--- src/rtl/rv32i_decode_stage_pkg.sv ---
// rtl/rv32i_decode_stage_pkg.sv - RV32I opcode constants, immediate formats and decoded record types
package rv32i_decode_stage_pkg;

  localparam logic [6:0] OP_LUI    = 7'b0110111;
  localparam logic [6:0] OP_AUIPC  = 7'b0010111;
  localparam logic [6:0] OP_JAL    = 7'b1101111;
  localparam logic [6:0] OP_JALR   = 7'b1100111;
  localparam logic [6:0] OP_BRANCH = 7'b1100011;
  localparam logic [6:0] OP_LOAD   = 7'b0000011;
  localparam logic [6:0] OP_STORE  = 7'b0100011;
  localparam logic [6:0] OP_IMM    = 7'b0010011;
  localparam logic [6:0] OP_REG    = 7'b0110011;

  localparam logic [6:0] F7_BASE = 7'b0000000;
  localparam logic [6:0] F7_ALT  = 7'b0100000;

  typedef enum logic [2:0] {
    IMM_NONE = 3'd0,
    IMM_I    = 3'd1,
    IMM_S    = 3'd2,
    IMM_B    = 3'd3,
    IMM_U    = 3'd4,
    IMM_J    = 3'd5
  } imm_sel_t;

  typedef struct packed {
    logic [6:0] funct7;
    logic [4:0] rs2;
    logic [4:0] rs1;
    logic [2:0] funct3;
    logic [4:0] rd;
    logic [6:0] opcode;
  } instr_fields_t;

  typedef union packed {
    logic [31:0]   raw;
    instr_fields_t f;
  } instr_t;

  typedef struct packed {
    logic [31:0] pc;
    logic [31:0] instr;
    logic [6:0]  opcode;
    logic [2:0]  funct3;
    logic [4:0]  rd;
    logic [4:0]  rs1;
    logic [4:0]  rs2;
    logic [31:0] imm;
    imm_sel_t    imm_sel;
    logic        alt;
    logic        rd_we;
    logic        illegal;
  } decoded_t;

endpackage

--- src/rtl/rv32i_decode_stage_if.sv ---
// rtl/rv32i_decode_stage_if.sv - instruction-in / decoded-record-out handshake bundle
interface rv32i_decode_stage_if;
  import rv32i_decode_stage_pkg::*;

  logic        in_valid;
  logic        in_ready;
  logic [31:0] in_pc;
  logic [31:0] in_instr;
  logic        out_valid;
  logic        out_ready;
  logic [31:0] out_pc;
  logic [31:0] out_instr;
  logic [6:0]  out_opcode;
  logic [2:0]  out_funct3;
  logic [4:0]  out_rd;
  logic [4:0]  out_rs1;
  logic [4:0]  out_rs2;
  logic [31:0] out_imm;
  imm_sel_t    out_imm_sel;
  logic        out_alt;
  logic        out_rd_we;
  logic        out_illegal;

  modport master (
    output in_valid, in_pc, in_instr, out_ready,
    input  in_ready, out_valid, out_pc, out_instr, out_opcode, out_funct3, out_rd,
           out_rs1, out_rs2, out_imm, out_imm_sel, out_alt, out_rd_we, out_illegal
  );

  modport slave (
    input  in_valid, in_pc, in_instr, out_ready,
    output in_ready, out_valid, out_pc, out_instr, out_opcode, out_funct3, out_rd,
           out_rs1, out_rs2, out_imm, out_imm_sel, out_alt, out_rd_we, out_illegal
  );
endinterface

--- src/rtl/rv32i_decode_stage_comb.sv ---
// rtl/rv32i_decode_stage_comb.sv - combinational RV32I base decoder, instr_t to decoded_t
module rv32i_decode_comb
  import rv32i_decode_stage_pkg::*;
(
  input  instr_t      instr,
  input  logic [31:0] pc,
  output decoded_t    dec
);

  logic [31:0] w;
  logic [31:0] imm_i, imm_s, imm_b, imm_u, imm_j;
  logic [2:0]  f3;
  logic [6:0]  f7;
  logic        legal, writes_rd, alt;
  imm_sel_t    sel;

  assign w  = instr.raw;
  assign f3 = instr.f.funct3;
  assign f7 = instr.f.funct7;

  assign imm_i = {{20{w[31]}}, w[31:20]};
  assign imm_s = {{20{w[31]}}, w[31:25], w[11:7]};
  assign imm_b = {{19{w[31]}}, w[31], w[7], w[30:25], w[11:8], 1'b0};
  assign imm_u = {w[31:12], 12'b0};
  assign imm_j = {{11{w[31]}}, w[31], w[19:12], w[20], w[30:21], 1'b0};

  always_comb begin
    legal     = 1'b1;
    writes_rd = 1'b0;
    alt       = 1'b0;
    sel       = IMM_NONE;
    case (instr.f.opcode)
      OP_LUI, OP_AUIPC: begin sel = IMM_U; writes_rd = 1'b1; end
      OP_JAL:           begin sel = IMM_J; writes_rd = 1'b1; end
      OP_JALR: begin
        sel = IMM_I; writes_rd = 1'b1;
        legal = (f3 == 3'b000);
      end
      OP_LOAD: begin
        sel = IMM_I; writes_rd = 1'b1;
        legal = !(f3 == 3'b011 || f3 == 3'b110 || f3 == 3'b111);
      end
      OP_STORE: begin
        sel = IMM_S;
        legal = (f3 <= 3'b010);
      end
      OP_BRANCH: begin
        sel = IMM_B;
        legal = (f3[2:1] != 2'b01);
      end
      OP_IMM: begin
        sel = IMM_I; writes_rd = 1'b1;
        // Shift-immediates reuse the funct7 field; only srai may set the variant bit.
        if (f3 == 3'b001) begin
          legal = (f7 == F7_BASE);
        end else if (f3 == 3'b101) begin
          legal = (f7 == F7_BASE) || (f7 == F7_ALT);
          alt   = (f7 == F7_ALT);
        end
      end
      OP_REG: begin
        writes_rd = 1'b1;
        legal = (f7 == F7_BASE) || ((f7 == F7_ALT) && (f3 == 3'b000 || f3 == 3'b101));
        alt   = (f7 == F7_ALT);
      end
      default: legal = 1'b0;
    endcase
  end

  always_comb begin
    dec         = '0;
    dec.pc      = pc;
    dec.instr   = w;
    dec.opcode  = instr.f.opcode;
    dec.funct3  = f3;
    dec.rd      = instr.f.rd;
    dec.rs1     = instr.f.rs1;
    dec.rs2     = instr.f.rs2;
    dec.illegal = !legal;
    if (legal) begin
      dec.imm_sel = sel;
      dec.alt     = alt;
      dec.rd_we   = writes_rd && (instr.f.rd != 5'd0);
      case (sel)
        IMM_I:   dec.imm = imm_i;
        IMM_S:   dec.imm = imm_s;
        IMM_B:   dec.imm = imm_b;
        IMM_U:   dec.imm = imm_u;
        IMM_J:   dec.imm = imm_j;
        default: dec.imm = 32'd0;
      endcase
    end
  end

endmodule

--- src/rtl/rv32i_decode_stage.sv ---
// rtl/rv32i_decode_stage.sv - registered RV32I decode stage with one-entry skid buffer and coverage counters
module rv32i_decode_stage
  import rv32i_decode_stage_pkg::*;
#(
  parameter int CNT_W = 16
) (
  input  logic             clk,
  input  logic             rst_n,
  rv32i_decode_stage_if.slave bus,
  output logic [CNT_W-1:0] decode_count,
  output logic [CNT_W-1:0] illegal_count
);

  instr_t   in_word;
  decoded_t dec, out_q, skid_q;
  logic     out_vld, skid_vld;
  logic     accept, drain;

  assign in_word.raw = bus.in_instr;

  rv32i_decode_comb u_decode (
    .instr (in_word),
    .pc    (bus.in_pc),
    .dec   (dec)
  );

  // in_ready depends only on skid occupancy, so out_ready never reaches it combinationally.
  assign bus.in_ready = !skid_vld;
  assign accept       = bus.in_valid && !skid_vld;
  assign drain        = out_vld && bus.out_ready;

  assign bus.out_valid   = out_vld;
  assign bus.out_pc      = out_q.pc;
  assign bus.out_instr   = out_q.instr;
  assign bus.out_opcode  = out_q.opcode;
  assign bus.out_funct3  = out_q.funct3;
  assign bus.out_rd      = out_q.rd;
  assign bus.out_rs1     = out_q.rs1;
  assign bus.out_rs2     = out_q.rs2;
  assign bus.out_imm     = out_q.imm;
  assign bus.out_imm_sel = out_q.imm_sel;
  assign bus.out_alt     = out_q.alt;
  assign bus.out_rd_we   = out_q.rd_we;
  assign bus.out_illegal = out_q.illegal;

  always_ff @(posedge clk or negedge rst_n) begin
    if (!rst_n) begin
      out_vld       <= 1'b0;
      skid_vld      <= 1'b0;
      out_q         <= '0;
      skid_q        <= '0;
      decode_count  <= '0;
      illegal_count <= '0;
    end else begin
      if (!out_vld || bus.out_ready) begin
        // A full skid implies in_ready was low, so no new word competes for the slot.
        if (skid_vld) begin
          out_q    <= skid_q;
          out_vld  <= 1'b1;
          skid_vld <= 1'b0;
        end else if (accept) begin
          out_q   <= dec;
          out_vld <= 1'b1;
        end else begin
          out_vld <= 1'b0;
        end
      end else if (accept) begin
        skid_q   <= dec;
        skid_vld <= 1'b1;
      end

      if (drain) begin
        if (decode_count != '1)
          decode_count <= decode_count + CNT_W'(1);
        if (out_q.illegal && illegal_count != '1)
          illegal_count <= illegal_count + CNT_W'(1);
      end
    end
  end

endmodule

--- src/flat_wrapper.sv ---
// flat-port wrapper written by rule: the top's interface ports become plain ports
module rv32i_decode_stage_flat import rv32i_decode_stage_pkg::*;
#(
  parameter int CNT_W = 16
)
  (clk, rst_n, decode_count, illegal_count, bus_in_valid, bus_in_pc, bus_in_instr, bus_out_ready, bus_in_ready, bus_out_valid, bus_out_pc, bus_out_instr, bus_out_opcode, bus_out_funct3, bus_out_rd, bus_out_rs1, bus_out_rs2, bus_out_imm, bus_out_imm_sel, bus_out_alt, bus_out_rd_we, bus_out_illegal);
  rv32i_decode_stage_if bus_i ();
  input  logic clk;
  input  logic rst_n;
  output logic [CNT_W-1:0] decode_count;
  output logic [CNT_W-1:0] illegal_count;
  input wire logic [$bits(bus_i.in_valid)-1:0] bus_in_valid;
  input wire logic [$bits(bus_i.in_pc)-1:0] bus_in_pc;
  input wire logic [$bits(bus_i.in_instr)-1:0] bus_in_instr;
  input wire logic [$bits(bus_i.out_ready)-1:0] bus_out_ready;
  output wire logic [$bits(bus_i.in_ready)-1:0] bus_in_ready;
  output wire logic [$bits(bus_i.out_valid)-1:0] bus_out_valid;
  output wire logic [$bits(bus_i.out_pc)-1:0] bus_out_pc;
  output wire logic [$bits(bus_i.out_instr)-1:0] bus_out_instr;
  output wire logic [$bits(bus_i.out_opcode)-1:0] bus_out_opcode;
  output wire logic [$bits(bus_i.out_funct3)-1:0] bus_out_funct3;
  output wire logic [$bits(bus_i.out_rd)-1:0] bus_out_rd;
  output wire logic [$bits(bus_i.out_rs1)-1:0] bus_out_rs1;
  output wire logic [$bits(bus_i.out_rs2)-1:0] bus_out_rs2;
  output wire logic [$bits(bus_i.out_imm)-1:0] bus_out_imm;
  output wire logic [$bits(bus_i.out_imm_sel)-1:0] bus_out_imm_sel;
  output wire logic [$bits(bus_i.out_alt)-1:0] bus_out_alt;
  output wire logic [$bits(bus_i.out_rd_we)-1:0] bus_out_rd_we;
  output wire logic [$bits(bus_i.out_illegal)-1:0] bus_out_illegal;
  assign bus_i.in_valid = bus_in_valid;
  assign bus_i.in_pc = bus_in_pc;
  assign bus_i.in_instr = bus_in_instr;
  assign bus_i.out_ready = bus_out_ready;
  assign bus_in_ready = bus_i.in_ready;
  assign bus_out_valid = bus_i.out_valid;
  assign bus_out_pc = bus_i.out_pc;
  assign bus_out_instr = bus_i.out_instr;
  assign bus_out_opcode = bus_i.out_opcode;
  assign bus_out_funct3 = bus_i.out_funct3;
  assign bus_out_rd = bus_i.out_rd;
  assign bus_out_rs1 = bus_i.out_rs1;
  assign bus_out_rs2 = bus_i.out_rs2;
  assign bus_out_imm = bus_i.out_imm;
  assign bus_out_imm_sel = bus_i.out_imm_sel;
  assign bus_out_alt = bus_i.out_alt;
  assign bus_out_rd_we = bus_i.out_rd_we;
  assign bus_out_illegal = bus_i.out_illegal;
  rv32i_decode_stage #(.CNT_W(CNT_W)) u_core (.clk(clk), .rst_n(rst_n), .bus(bus_i), .decode_count(decode_count), .illegal_count(illegal_count));
endmodule
--- config.mk ---
export PLATFORM = sky130hd
export DESIGN_NAME = rv32i_decode_stage_flat
export DESIGN_NICKNAME = d
export VERILOG_FILES = /design/src/rtl/rv32i_decode_stage_pkg.sv /design/src/rtl/rv32i_decode_stage_if.sv /design/src/rtl/rv32i_decode_stage_comb.sv /design/src/rtl/rv32i_decode_stage.sv /design/src/flat_wrapper.sv
export SDC_FILE = /design/constraint.sdc
export NUM_CORES = 1
export LEC_CHECK = 0
export ABC_AREA = 1
export BUFFER_PORTS_ARGS = -buffer_cell sky130_fd_sc_hd__buf_4
export CAP_MARGIN = 5
export CORE_ASPECT_RATIO = 1.25
export CORE_MARGIN = 5
export CORE_UTILIZATION = 58
export CTS_CLUSTER_DIAMETER = 100
export CTS_CLUSTER_SIZE = 40
export DETAILED_ROUTE_END_ITERATION = 6
export PLACE_DENSITY = 0.85
export SYNTH_ARGS = -nofsm -noshare
export SYNTH_HDL_FRONTEND = slang
export SYNTH_HIERARCHICAL = 1
export SYNTH_SLANG_ARGS = --single-unit
--- constraint.sdc ---
create_clock -name clk -period 2 [get_ports clk]
set_clock_uncertainty 0.1 [all_clocks]
set_input_delay 0.3 -clock clk [delete_from_list [all_inputs] [get_ports clk]]
set_output_delay 0.3 -clock clk [all_outputs]
set_load 0.02 [all_outputs]
==> results summary, run 1 <==
By startpoint and endpoint, the worst setup path is classified as register to primary output. The total iterations of the first detailed-routing run is 6. The total number of clock tree sinks came out at 288. The die outline area is 27,800 um^2.

The wire length of the first global-routing pass came out at 61,300 um. The area growth from synthesis to layout is 19.3%. Grouping stages by cell kind, the critical path spends the most delay in flip-flops. The per-cell via count in the routed design came out at 5.58.

In the post-synthesis netlist, the cell with the most instances is nand2_1. The average wire per cell in the routed design is 18.4 um. For this run, the post-layout net count is 1,817. The total instance count after detailed placement came out at 2,010. The actual transition at the worst max-transition pin came out at 0.563 ns.

The worst hold path belongs to the class input pin to register. The number of global-route vias before repair came out at 11,900. The count of final setup violators is 0. In this run, CTS created clock tree buffers numbering 11. The via total after detailed routing came out at 11,600. The final instance count without filler cells is 2,081.

The estimated wirelength of the detail-placed design is 25,700 um. When the netlist entered floorplanning its net count stood at 1,618. The final critical path time including I/O delays and setup came out at 1.93 ns. The number of top-level design ports is 229. The number of maximum-capacitance violations is 0. The die outline width came out at 150 um. The clock passes through at most 3 buffers. The count of final max-slew check failures came out at 0. The total power is 14,700 uW. The headroom to the max-slew limit is 62.3%.

The chip height came out at 185 um. The total global routing overflow came out at 0. In this run, synthesis produced a sequential element count of 288. The critical path goes through inv_4 > buf_16 > buf_4. Setup repair after global routing left no endpoint under its margin.

The leading register cell type out of synthesis is dfrtp_1. Entering global routing, the biggest net connects 98 pins. In this run the number of H-tree levels came out at 1.

The final instance area is 17,000 um^2. The initial detailed-routing violation count is 791. Clock-pin slew was measured on the worst setup and hold paths at 0.14 ns. The number of routed nets with antenna violations is 0. The tree is rooted in a clkbuf_16.

After detailed routing, the number of remaining DRC violations is 0. The synthesized design spends more area on one cell type than any other, namely dfrtp_1. The nature of the critical path endpoint is a primary output. In this run the cell area of the synthesized design comes to 14,200 um^2.

In this run the cell area measured after placement is 16,000 um^2. The total of warnings raised by yosys is 6. The number of antenna violations at the first check in global routing came to 1. The cell with the largest stage delay on the worst path is dfrtp_4. In the post-synthesis netlist, the biggest area contributors are dfrtp_1, nand2_1, mux2_1. The area share of the largest cell type after synthesis is 50.6%. The final count of hold timing violations is 0. The number of synthesized flops with an enable pin came out at 0. Sorting the synthesized cells by how often they occur yields nand2_1, dfrtp_1, nor2_1. The starting utilization of the core area is 58.5%.

The power per standard cell area is 866 nW/um^2. Measured on the finished design, the core utilization comes to 69.8%. The final weighted congestion in routability-driven placement came out at 0.901. The sequential fraction of the synthesis area came out at 50.6%. The share of synthesized registers carrying an async set or reset came out at 100%. The worst IR drop on VDD came out at 0.721 mV.

The cell count after synthesis came out at 1,548. At the worst endpoint, the required time is 1.60 ns. For this run, the slowest stage of the critical path takes 0.55 ns. The source-to-sink clock delay at the later pin of the worst-skew pair came out at 0.50 ns. TritonCTS built the clock tree. The share of the cycle needed by the critical path after routing is 96.6%.

The number of standard-cell rows in the floorplan came out at 64. The worst setup path is launched from a register. The mean instance size in the synthesized netlist came out at 9.21 um^2. The highest attainable clock frequency came out at 0.518 GHz. The arrival time reported for the critical path endpoint is 1.53 ns. The flow ran to the end, and the final reports show no timing, DRC or antenna violations. For this run, the total global-route usage over all layers was measured as 27.5%. The peak fanout along the critical path is 11. The ratio of cells with drive above 1 in the final layout is 22.4%. The area of the core region is 24,300 um^2. The standby leakage power came out at 0.00798 uW.

The number of port buffers is 228. The total length of routed wires came out at 38,300 um. The post-synthesis cell type count is 37. The number of buffers and inverters on the critical path is 3. Hold timing on the final database bottoms out at a slack of 0.0310 ns.
-- repair_timing --
item,CTS,global route
endpoints found under the setup margin,1,2
gates cloned,2,1
setup buffers,0,0
resized for setup,1,2
pin swaps,0,0
hold endpoints to repair,177,1
hold buffers,50,1
-- state kept, by name, summed over array words and instances (netlist names) --
name	cells
u_core/bus.out_pc	32
u_core/decode_count	16
u_core/bus.out_imm	32
u_core/bus.out_alt	1
u_core/bus.out_rd_we	1
u_core/bus.out_instr	32
u_core/bus.out_funct3	3
u_core/bus.out_illegal	1
u_core/illegal_count	16
u_core/bus.out_valid	1
u_core/bus.out_imm_sel	3
u_core/bus.out_opcode	7
u_core/skid_vld	1
u_core/skid_q	127
u_core/bus.out_rd	5
u_core/bus.out_rs2	5
u_core/bus.out_rs1	5
-- routing by layer --
layer  routed length, um  GRT usage [%]  up-vias
met5                   0              0        -
met4                1500           11.4        0
met3                2620           4.75      104
met2               19500           47.6      462
met1               14600           34.0     5676
li1                    -              -     5376
-- through the flow --
| stage | setup TNS, ns | setup WS (ns) |
|---|---|---|
| floorplan | 0 | 0.158 |
| global placement | -3.12 | -0.105 |
| detailed placement | -5.29 | -0.220 |
| CTS | 0 | 0.0162 |
| global route | 0 | 0.00185 |
| finish | 0 | 0.0688 |
-- where the power goes --
part	switching, uW	internal (uW)	leakage [uW]
Sequential	704	6830	0.00349
Combinational	2370	1820	0.00432
Clock	1800	1190	0.000168
-- logic make-up (layout without fill, tap and decap cells) --
group                    after synthesis  after routing  synth area share (%)
other                                  0              2                     0
adder cells (fa/ha/maj)                2              2                 0.176
AND/OR/NAND/NOR                      720            720                  20.8
flip-flops                           288            288                  50.6
buffers and inverters                230            431                  10.0
XOR/XNOR                               7              7                 0.430
AO/OA/AOI/OAI                        175            175                  7.79
multiplexers                         126            126                  10.2
-- cells in the final DEF, fill, tap and decap left out, drive strengths merged, types with 13 or more instances in the layout --
master / n
inv: 61
clkbuf: 13
mux2: 126
o21ai: 15
nor2: 226
buf: 302
nand3: 35
nand2: 427
a31oi: 126
a21oi: 28
nand3b: 14
dfrtp: 288
dlygate4sd3: 51
-- worst paths after layout --
path / cells after the start / from / slack (ns) / to
hold reg to reg: 1 / u_core/skid_q[43] / 0.41 / u_core/skid_q[43]
hold / removal: 2 / bus_in_instr[20] / 0.03 / u_core/skid_q[38]
max in group asynchronous: 3 / rst_n / 0.89 / u_core/skid_q[8]
min in group asynchronous: 2 / rst_n / 0.20 / u_core/skid_q[51]
setup reg to reg: 7 / u_core/decode_count[0] / 0.18 / u_core/decode_count[9]
setup / recovery: 3 / u_core/skid_vld / 0.07 / bus_in_ready
-- area by class of cell --
type | count | area (um^2)
Timing Repair Buffer | 356 | 3160
Multi-Input combinational cell | 1030 | 5640
Fill cell | 1807 | 7350
Inverter | 60 | 228
Antenna cell | 2 | 5.00
Sequential cell | 288 | 7210
Clock inverter | 3 | 66.3
Tap cell | 330 | 413
Clock buffer | 12 | 279
(Power assumes the default switching activity.)
==> inputs of run 2 (changes only) <==
- clock period: 2 -> 1.94 ns (I/O delays scaled with it)
==> run 2 against run 1 <==
  * Routed wire length decreased by 2.1%
  * First-iteration DRC count increased by 9.0%
  * Critical path depth unchanged
  * Critical endpoint unchanged
==> results summary, run 2 (same netlist as run 1, synthesis figures left out) <==
The run finished with clean final reports. The data required time at the worst endpoint came to 1.55 ns (-0.05 ns). The worst path setup slack after routing is 0.0620 ns (-0.00677 ns). The top cell types in the final layout, fill and taps aside, are nand2_1, buf_4, dfrtp_1, nor2_1, a31oi_1.

The sequential share of power came out at 51.6% (+0.4 points). The die outline area is 27,800 um^2 (unchanged). The clock transition at the registers of the reported paths came out at 0.14 ns (about the same).

The initial detailed-routing violation count is 862 (+9.0%). The tree is rooted in a clkbuf_16. The per-cell via count in the routed design came out at 5.48 (-1.8%). The footprint of the flip-flops and latches was 7210 um^2 (about the same). The number of port buffers is 228 (unchanged). The switching component of the power is 5000 uW (+2.7%). The count of final max-slew check failures came out at 0 (unchanged). The area of the core region came out at 24,300 um^2 (unchanged).

The highest attainable clock frequency is 0.532 GHz. The depth of the CTS H-tree came out at 1 (unchanged). The headroom to the max-slew limit is 66.5% (+4.2 points).

Subtracting the final worst setup slack from the clock period gives 1.88 ns. The number of cells on the worst reg-to-reg path is 9 (+2). The final weighted congestion in routability-driven placement came out at 0.881 (-2.2%). The actual transition at the worst max-transition pin is 0.502 ns (-0.0609 ns). The total CTS buffers came out at 11 (unchanged). The total instance count after detailed placement was 2,020 (+0.50%).

The final count of hold timing violations is 0 (unchanged). The ratio of cells with drive above 1 in the final layout is 22.9% (+0.50 points). The via total after detailed routing came to 11,500 (-1.3%).

The worst register-to-register path begins at u_core/decode_count[0]. The number of antenna violations at the first check in global routing is 2 (+1). The nature of the critical path endpoint is a primary output. The number of top-level design ports was 229 (unchanged). The number of filler instances in the final layout came to 1,867 (+3.3%).

The number of standard-cell rows in the floorplan came out at 64 (unchanged). The standby leakage power was 0.00795 uW (-0.34%). TritonCTS built the clock tree.

The total routing resource utilization after global routing is 26.8% (-0.64 points). The number of nets in the finished design came out at 1,827 (+0.55%). The cell depth of the worst min-delay path is 3 (+1). Setup repair after global routing left no endpoint under its margin.

The count of final setup violators is 0 (unchanged). The total iterations of the first detailed-routing run is 7 (+1). The maximum number of buffers from clock root to sink is 3 (unchanged). The final routed DRC violation total is 0 (unchanged). The chip height came out at 185 um (unchanged).

The number of maximum-capacitance violations came out at 0 (unchanged). The worst setup path is launched from a register. The register with the most flip-flops is u_core/skid_q. The worst hold path terminates at u_core/skid_q[57]. The setup slack after placement came out at -0.248 ns (-0.0279 ns). The class of the tightest hold or removal check is input pin to register. The number of routed nets with antenna violations was 0 (unchanged).

The arrival time reported for the critical path endpoint came out at 1.49 ns (-0.04 ns). The peak fanout along the critical path came out at 16 (+5). The total number of clock tree sinks came out at 288 (unchanged). By startpoint and endpoint, the worst setup path is classified as register to primary output. The estimated wirelength of the detail-placed design was 25,600 um (-0.55%).

The endpoint identified for the worst register-to-register timing path is u_core/decode_count[5]. The slack of the worst reg-to-reg path is 0.16 ns (-0.02 ns). The combinational fraction of design power came out at 28.7% (+0.2 points). The share of the cycle needed by the critical path after routing is 96.8%.

The die outline width is 150 um (unchanged). The startpoint identified for the worst hold timing path is bus_in_instr[1]. The worst IR drop on VDD came out at 0.728 mV (+0.94%). The number of flip-flops under the largest register name is 127 (unchanged). The number of global-route vias before repair is 11,400 (-3.9%).

The power per standard cell area is 886 nW/um^2 (+2.4%). The average wire per cell in the routed design is 17.9 um (-2.6%). Leaving out fill and tap cells, the most frequent cell in the layout is nand2_1. The signed area change from the synthesized netlist to the final layout came out at 18.9%. The source-to-sink clock delay at the later pin of the worst-skew pair is 0.50 ns (about the same). The switching part of the total power came out at 33.3% (+0.22 points). The clock network power share was 19.7% (-0.6 points). The pin count of the biggest net entering global routing is 98 (unchanged). The final instance count without filler cells was 2,092 (+0.53%). The total global routing overflow is 0 (unchanged). The wire length of the first global-routing pass is 59,700 um (-2.6%).

The starting utilization of the core area came to 58.5% (unchanged). The multi-input logic area is 5630 um^2 (about the same). The internal power component is 10,000 uW (+1.7%). The total length of routed wires came out at 37,500 um (-2.1%).
run 2: area by class of cell:
cell class / instances / area share, %
clock buffers: 12 / 1.65
flip-flops and latches: 288 / 42.6
multi-input cells: 1030 / 33.2
diodes: 3 / 0.0443
repair buffers: 366 / 18.5
inverters: 60 / 1.34
clock inverters: 3 / 0.229
well taps: 330 / 2.44
run 2: power by group through the flow:
stage | Sequential, uW | Combinational (uW) | Clock [uW]
floorplan | 8430 | 1730 | 0
global placement | 7800 | 4100 | 0
detailed placement | 7850 | 4210 | 0
CTS | 7730 | 4320 | 3050
global route | 7870 | 4670 | 3250
finish | 7740 | 4310 | 2960
run 2: how the worst max path moves through the flow:
stage,from,to,slack (ns),cells past startpoint
4_1_cts,u_core/skid_vld,bus_in_ready,0.02,3
2_1_floorplan,bus_in_instr[4],u_core/skid_q[6],0.11,11
5_1_grt,u_core/illegal_count[1],u_core/illegal_count[8],0.005,9
3_3_place_gp,bus_in_instr[3],u_core/bus.out_imm[12],-0.15,11
6_report,u_core/skid_vld,bus_in_ready,0.06,3
3_5_place_dp,bus_in_instr[3],u_core/bus.out_imm[24],-0.25,11
run 2: worst max-delay path, cell delays in order (launching register included):
cell	delay [ns]
dfrtp_4	0.54
inv_4	0.11
buf_12	0.17
buf_4	0.16
run 2: metrics by stage:
stage / cell area, um^2 / total power, uW / utilization, % / hold WS, ns / TNS, ns
3_5_place_dp: 16100 / 12100 / 66.0 / 0.147 / -9.47
4_1_cts: 16900 / 15100 / 69.5 / 0.0146 / 0
6_report: 16900 / 15000 / 69.6 / 0.0305 / 0
5_1_grt: 16900 / 15800 / 69.6 / 0.0251 / 0
3_3_place_gp: 16100 / 11900 / 66.0 / 0.149 / -5.79
2_1_floorplan: 14200 / 10200 / - / -0.105 / 0
run 2: what timing repair did:
action / 4_1_cts / 5_1_grt
endpoints found under the setup margin: 1 / 14
endpoints found under the hold margin: 185 / 0
hold buffers: 52 / 0
setup buffers: 0 / 1
gates cloned: 1 / 0
resized for setup: 0 / 3
run 2: per-layer routing:
layer,vias to the layer above,global-route usage [%],wire length [um]
met1,5569,33.7,14500
li1,5408,-,-
met5,-,0,0
met2,395,46.8,19100
met4,0,10.6,1510
met3,92,3.82,2340
